File: src/rtl/pu_wb_arb.sv
// Writeback arbiter: merges ALU results and buffered load returns onto the
// register file write port, with a per-register pending-load scoreboard.
module pu_wb_arb #(
  parameter int WIDTH       = 32,
  parameter int DEPTH_NBITS = 5,
  parameter int FIFO_DEPTH  = 4,
  parameter int STARVE_MAX  = 8
) (
  input  logic                          clk,
  input  logic                          rst_n,
  input  logic                          alu_wr_valid,
  input  logic [DEPTH_NBITS-1:0]        alu_waddr,
  input  logic [WIDTH-1:0]              alu_wdata,
  input  logic                          ld_issue,
  input  logic [DEPTH_NBITS-1:0]        ld_issue_rd,
  input  logic                          ld_ret_valid,
  output logic                          ld_ret_ready,
  input  logic [DEPTH_NBITS-1:0]        ld_ret_rd,
  input  logic [WIDTH-1:0]              ld_ret_data,
  output logic                          alu_stall,
  output logic                          rf_wr,
  output logic [DEPTH_NBITS-1:0]        rf_waddr,
  output logic [WIDTH-1:0]              rf_din,
  output logic [(1<<DEPTH_NBITS)-1:0]   busy,
  output logic [$clog2(FIFO_DEPTH):0]   fifo_cnt,
  output logic                          proto_err
);

  localparam int NREG = 1 << DEPTH_NBITS;
  localparam int PW   = $clog2(FIFO_DEPTH);
  localparam int CW   = PW + 1;
  localparam int SW   = $clog2(STARVE_MAX + 1);

  logic [DEPTH_NBITS-1:0] fifo_rd_r   [FIFO_DEPTH];
  logic [WIDTH-1:0]       fifo_data_r [FIFO_DEPTH];
  logic [PW-1:0]          wr_ptr_r;
  logic [PW-1:0]          rd_ptr_r;
  logic [SW-1:0]          starve_r;

  logic                   fifo_empty_s;
  logic                   push_s;
  logic                   pop_s;
  logic                   alu_win_s;
  logic [DEPTH_NBITS-1:0] head_rd_s;
  logic [WIDTH-1:0]       head_data_s;
  logic [SW-1:0]          starve_nxt_s;
  logic                   stall_nxt_s;
  logic [NREG-1:0]        busy_nxt_s;
  logic                   err_nxt_s;

  assign fifo_empty_s = (fifo_cnt == CW'(0));
  assign ld_ret_ready = (fifo_cnt != CW'(FIFO_DEPTH));
  assign push_s       = ld_ret_valid & ld_ret_ready;
  assign head_rd_s    = fifo_rd_r[rd_ptr_r];
  assign head_data_s  = fifo_data_r[rd_ptr_r];

  // Write-port arbitration: a forced drain beats the ALU, otherwise ALU first.
  always_comb begin
    pop_s     = 1'b0;
    alu_win_s = 1'b0;
    if (alu_stall && !fifo_empty_s) begin
      pop_s = 1'b1;
    end else if (alu_wr_valid) begin
      alu_win_s = 1'b1;
    end else if (!fifo_empty_s) begin
      pop_s = 1'b1;
    end else begin
      pop_s     = 1'b0;
      alu_win_s = 1'b0;
    end
  end

  // Starvation counter and one-cycle forced-drain request.
  always_comb begin
    starve_nxt_s = starve_r;
    stall_nxt_s  = 1'b0;
    if (pop_s || fifo_empty_s) begin
      starve_nxt_s = SW'(0);
    end else if (alu_win_s) begin
      if (starve_r == SW'(STARVE_MAX - 1)) begin
        starve_nxt_s = SW'(0);
        stall_nxt_s  = 1'b1;
      end else begin
        starve_nxt_s = starve_r + SW'(1);
      end
    end else begin
      starve_nxt_s = starve_r;
    end
  end

  // Scoreboard update (issue set overrides same-cycle pop clear) and error detection.
  always_comb begin
    busy_nxt_s = busy;
    if (pop_s) begin
      busy_nxt_s[head_rd_s] = 1'b0;
    end else begin
      busy_nxt_s = busy;
    end
    if (ld_issue) begin
      busy_nxt_s[ld_issue_rd] = 1'b1;
    end else begin
      busy_nxt_s = busy_nxt_s;
    end
    err_nxt_s = proto_err
              | (ld_ret_valid & ~ld_ret_ready)
              | (alu_stall & alu_wr_valid)
              | (ld_issue & busy[ld_issue_rd]);
  end

  // FIFO storage; contents are meaningless until counted in, so no reset needed.
  always_ff @(posedge clk) begin
    if (push_s) begin
      fifo_rd_r[wr_ptr_r]   <= ld_ret_rd;
      fifo_data_r[wr_ptr_r] <= ld_ret_data;
    end
  end

  // Control state and registered write port.
  always_ff @(posedge clk or negedge rst_n) begin
    if (!rst_n) begin
      wr_ptr_r  <= PW'(0);
      rd_ptr_r  <= PW'(0);
      fifo_cnt  <= CW'(0);
      starve_r  <= SW'(0);
      alu_stall <= 1'b0;
      busy      <= NREG'(0);
      proto_err <= 1'b0;
      rf_wr     <= 1'b0;
      rf_waddr  <= DEPTH_NBITS'(0);
      rf_din    <= WIDTH'(0);
    end else begin
      if (push_s) wr_ptr_r <= wr_ptr_r + PW'(1);
      if (pop_s)  rd_ptr_r <= rd_ptr_r + PW'(1);
      case ({push_s, pop_s})
        2'b10:   fifo_cnt <= fifo_cnt + CW'(1);
        2'b01:   fifo_cnt <= fifo_cnt - CW'(1);
        default: fifo_cnt <= fifo_cnt;
      endcase
      starve_r  <= starve_nxt_s;
      alu_stall <= stall_nxt_s;
      busy      <= busy_nxt_s;
      proto_err <= err_nxt_s;
      rf_wr     <= pop_s | alu_win_s;
      if (pop_s) begin
        rf_waddr <= head_rd_s;
        rf_din   <= head_data_s;
      end else if (alu_win_s) begin
        rf_waddr <= alu_waddr;
        rf_din   <= alu_wdata;
      end else begin
        rf_waddr <= DEPTH_NBITS'(0);
        rf_din   <= WIDTH'(0);
      end
    end
  end

endmodule

File: config.mk
export PLATFORM = sky130hd
export DESIGN_NAME = pu_wb_arb
export DESIGN_NICKNAME = d
export VERILOG_FILES = /design/src/rtl/pu_wb_arb.sv
export SDC_FILE = /design/constraint.sdc
export NUM_CORES = 1
export LEC_CHECK = 0
export ABC_CLOCK_PERIOD_IN_PS = 6100
export BUFFER_PORTS_ARGS = -buffer_cell sky130_fd_sc_hd__buf_4
export CAP_MARGIN = 0
export CORE_MARGIN = 2
export CORE_UTILIZATION = 58
export DETAILED_ROUTE_END_ITERATION = 8
export PLACE_DENSITY = 0.82
export REMOVE_ABC_BUFFERS = 1
export SYNTH_ARGS = -nofsm -noshare
export SYNTH_HDL_FRONTEND = slang
export SYNTH_SLANG_ARGS = --single-unit
File: constraint.sdc
create_clock -name clk -period 6.1 [get_ports clk]
set_clock_uncertainty 0.2 [all_clocks]
set_input_delay 0.61 -clock clk [delete_from_list [all_inputs] [get_ports clk]]
set_output_delay 0.61 -clock clk [all_outputs]
set_load 0.005 [all_outputs]
==> impl_metrics.ini <==
[grt]
grt_max_degree = 84
grt_pass1_vias = 5939
grt_pass1_wl_um = 32200
antenna_found_initial = 0
grt_use_total_pct = 25.3
grt_overflow = 0

[die]
ios = 160
start_util_pct = 59.5
die_h_um = 129
die_w_um = 129
design.core.area_um2 = 15300
rows = 45
design.die.area_um2 = 16700

[placed_design]
routabilityCongestion = 0.855
dp_hpwl_um = 12900
placed_cell_area_um2 = 10400
io_buffers = 159
place_ws_ps = 2920
numPlacedInstances = 930

[synthesis]
synth.distinct_cells = 34
synth_cells = 586
avgSynthCellArea_um2 = 15.5
mappedNetlistArea_um2 = 9080
yosys_warnings = 0
ys_seq_area_share_pct = 71.8
ys_seq_elements = 231

[pwr]
irDropWorstVdd_mv = 0.288
p_leak_uw = 0.00439
p_per_area_nw_per_um2 = 474

[critical_path]
critical_path_class = reg2reg
end_kind = register
r2r_cells = 4
critPathRequiredTime_ps = 6280
crit_path_max_fanout = 38
cp.arrival_ps = 3000
start_kind = register
critPathLaunch = rd_ptr_r[1]$_DFFE_PN0N_
r2r-start = rd_ptr_r[1]$_DFFE_PN0N_
r2r-end = busy[0]$_DFF_PN0_
regToRegSetupSlack_ps = 3280
crit_end = busy[0]$_DFF_PN0_

[clocking]
cts_hold_buf = 0
cts_buffers = 23
cts_tree = done
clk_pin_slew_ps = 60
cts_root_buf = clkbuf_16
cts-resized-gates = 0
clock_sinks = 231
clock_latency_ps = 490
clockBufferDepth = 3
cts_setup_buffers = 0
htree_levels = 1

[layout]
stdcell_area_um2 = 11200
final_cell_mix = 161 x buf_4, 148 x edfxtp_1, 87 x o21ai_0
n_antenna_cell = 0
drive_above_1_share_pct = 32.6
layout-area-overhead-vs-synth_pct = 23.5
layout.cells.non_filler = 971
layout_commonest_cell = buf_4
nets = 835

[sta]
final.setup.tns_ps = 0
rsz0062_at_grt = no
hold_viol = 0
min_period_ps = 2820
setup-violations-final = 0
max_freq_ghz = 0.354
worst_slew_pin_slew_ps = 1090
drv_slew = 0
layout_setup_ws_ps = 3280
fin_crit_sh_pct = 46.2
slew-limit-headroom_pct = 27.6

[drt]
ant_nets = 0
drc = 0
vias = 5746
drtIter0Drc = 561
first_pass_iters = 5
vias_per_cell = 5.92
wl_per_cell_um = 21.4
wl_um = 20800

[job]
max_cap_viol_count = 0

[run_status]
status = completed

[hold_path]
hold_path.class = in2reg
==> registers in the layout, summed over array words and instances, names as in the netlist, 2 cells and up <==
name and cells:
fifo_data_r 128, busy 32, rf_din 32, fifo_rd_r 20
rf_waddr 5, starve_r 4, fifo_cnt 3, rd_ptr_r 2
wr_ptr_r 2
==> report_power, final <==
| group | total (uW) | internal [uW] | switching [uW] |
|---|---|---|---|
| logic | 1460 | 746 | 714 |
| clock network | 1420 | 847 | 574 |
| registers | 2430 | 2130 | 301 |
==> routing by layer <==
layer | vias to the layer above | global-route usage (%) | share of wire, %
li1 | 2523 | - | -
met1 | 2916 | 34.9 | 40
met2 | 266 | 42.6 | 51
met3 | 41 | 4.13 | 7.0
met4 | 0 | 7.42 | 2.2
met5 | - | 0 | 0
==> cells by family after synthesis <==
kind of cell	count (synthesis)	synth area share, %
AO/OA/AOI/OAI	118	6.85
XOR/XNOR	7	0.675
multiplexers	54	11.1
AND/OR/NAND/NOR	132	6.86
adder cells (fa/ha/maj)	7	1.05
flip-flops	231	71.8
buffers and inverters	37	1.67
==> synthesized netlist by cell type, drive strengths merged <==
library cell | instances | share of area (%)
o221ai | 6 | 0.58
or3b | 4 | 0.39
dfrtp | 83 | 23
nor2 | 6 | 0.25
clkbuf | 21 | 0.87
xor2 | 3 | 0.29
or4 | 1 | 0.083
nand3b | 9 | 0.74
nand2 | 80 | 3.3
a31oi | 1 | 0.069
a21o | 1 | 0.083
mux4 | 37 | 9.2
nand3 | 11 | 0.61
a22oi | 1 | 0.083
mux2i | 17 | 1.9
a21oi | 2 | 0.11
nor3 | 2 | 0.11
ha | 6 | 0.83
buf | 7 | 0.43
nand2b | 3 | 0.21
inv | 9 | 0.37
o21ai | 105 | 5.8
nor2b | 3 | 0.21
fa | 1 | 0.22
o22ai | 2 | 0.14
xnor2 | 4 | 0.39
or3 | 7 | 0.54
nor3b | 1 | 0.083
edfxtp | 148 | 49
and3 | 5 | 0.34
==> how the worst min path moves through the flow <==
stage	from	end	slack (ps)	cells after the start
final	ld_ret_data[6]	fifo_data_r[0][6]$_DFFE_PP_	110	1
after global routing	ld_ret_data[27]	fifo_data_r[2][27]$_DFFE_PP_	100	1
after CTS	ld_ret_rd[4]	fifo_rd_r[0][4]$_DFFE_PP_	100	1
after detailed placement	starve_r[0]$_DFFE_PN0P_	starve_r[0]$_DFFE_PN0P_	280	1
after global placement	starve_r[0]$_DFFE_PN0P_	starve_r[0]$_DFFE_PN0P_	260	1
after floorplan	rst_n	alu_stall$_DFF_PN0_	110	0
==> area by class of cell <==
| class | count | area (um2) |
|---|---|---|
| multi-input cells | 318 | 2420 |
| clock buffers | 28 | 614 |
| inverters | 9 | 33.8 |
| clock inverters | 13 | 153 |
| well taps | 211 | 264 |
| fillers | 954 | 4040 |
| flip-flops and latches | 231 | 6520 |
| repair buffers | 161 | 1210 |
==> critical path, cell delays in order (launching register included) <==
cell and delay, ps:
dfrtp_2 980, mux4_2 500, or4_1 730, o21ai_1 210, o21ai_1 90
==> metrics by stage <==
stage | total power [uW] | hold WS, ps | utilization, %
final | 5310 | 114 | 73.5
after global routing | 5580 | 99.3 | 73.5
after CTS | 5350 | 96.3 | 73.5
after detailed placement | 3910 | 276 | 68.5
after global placement | 3850 | 255 | 68.5
after floorplan | 3170 | 114 | -
Power figures use the tool's default switching activity.
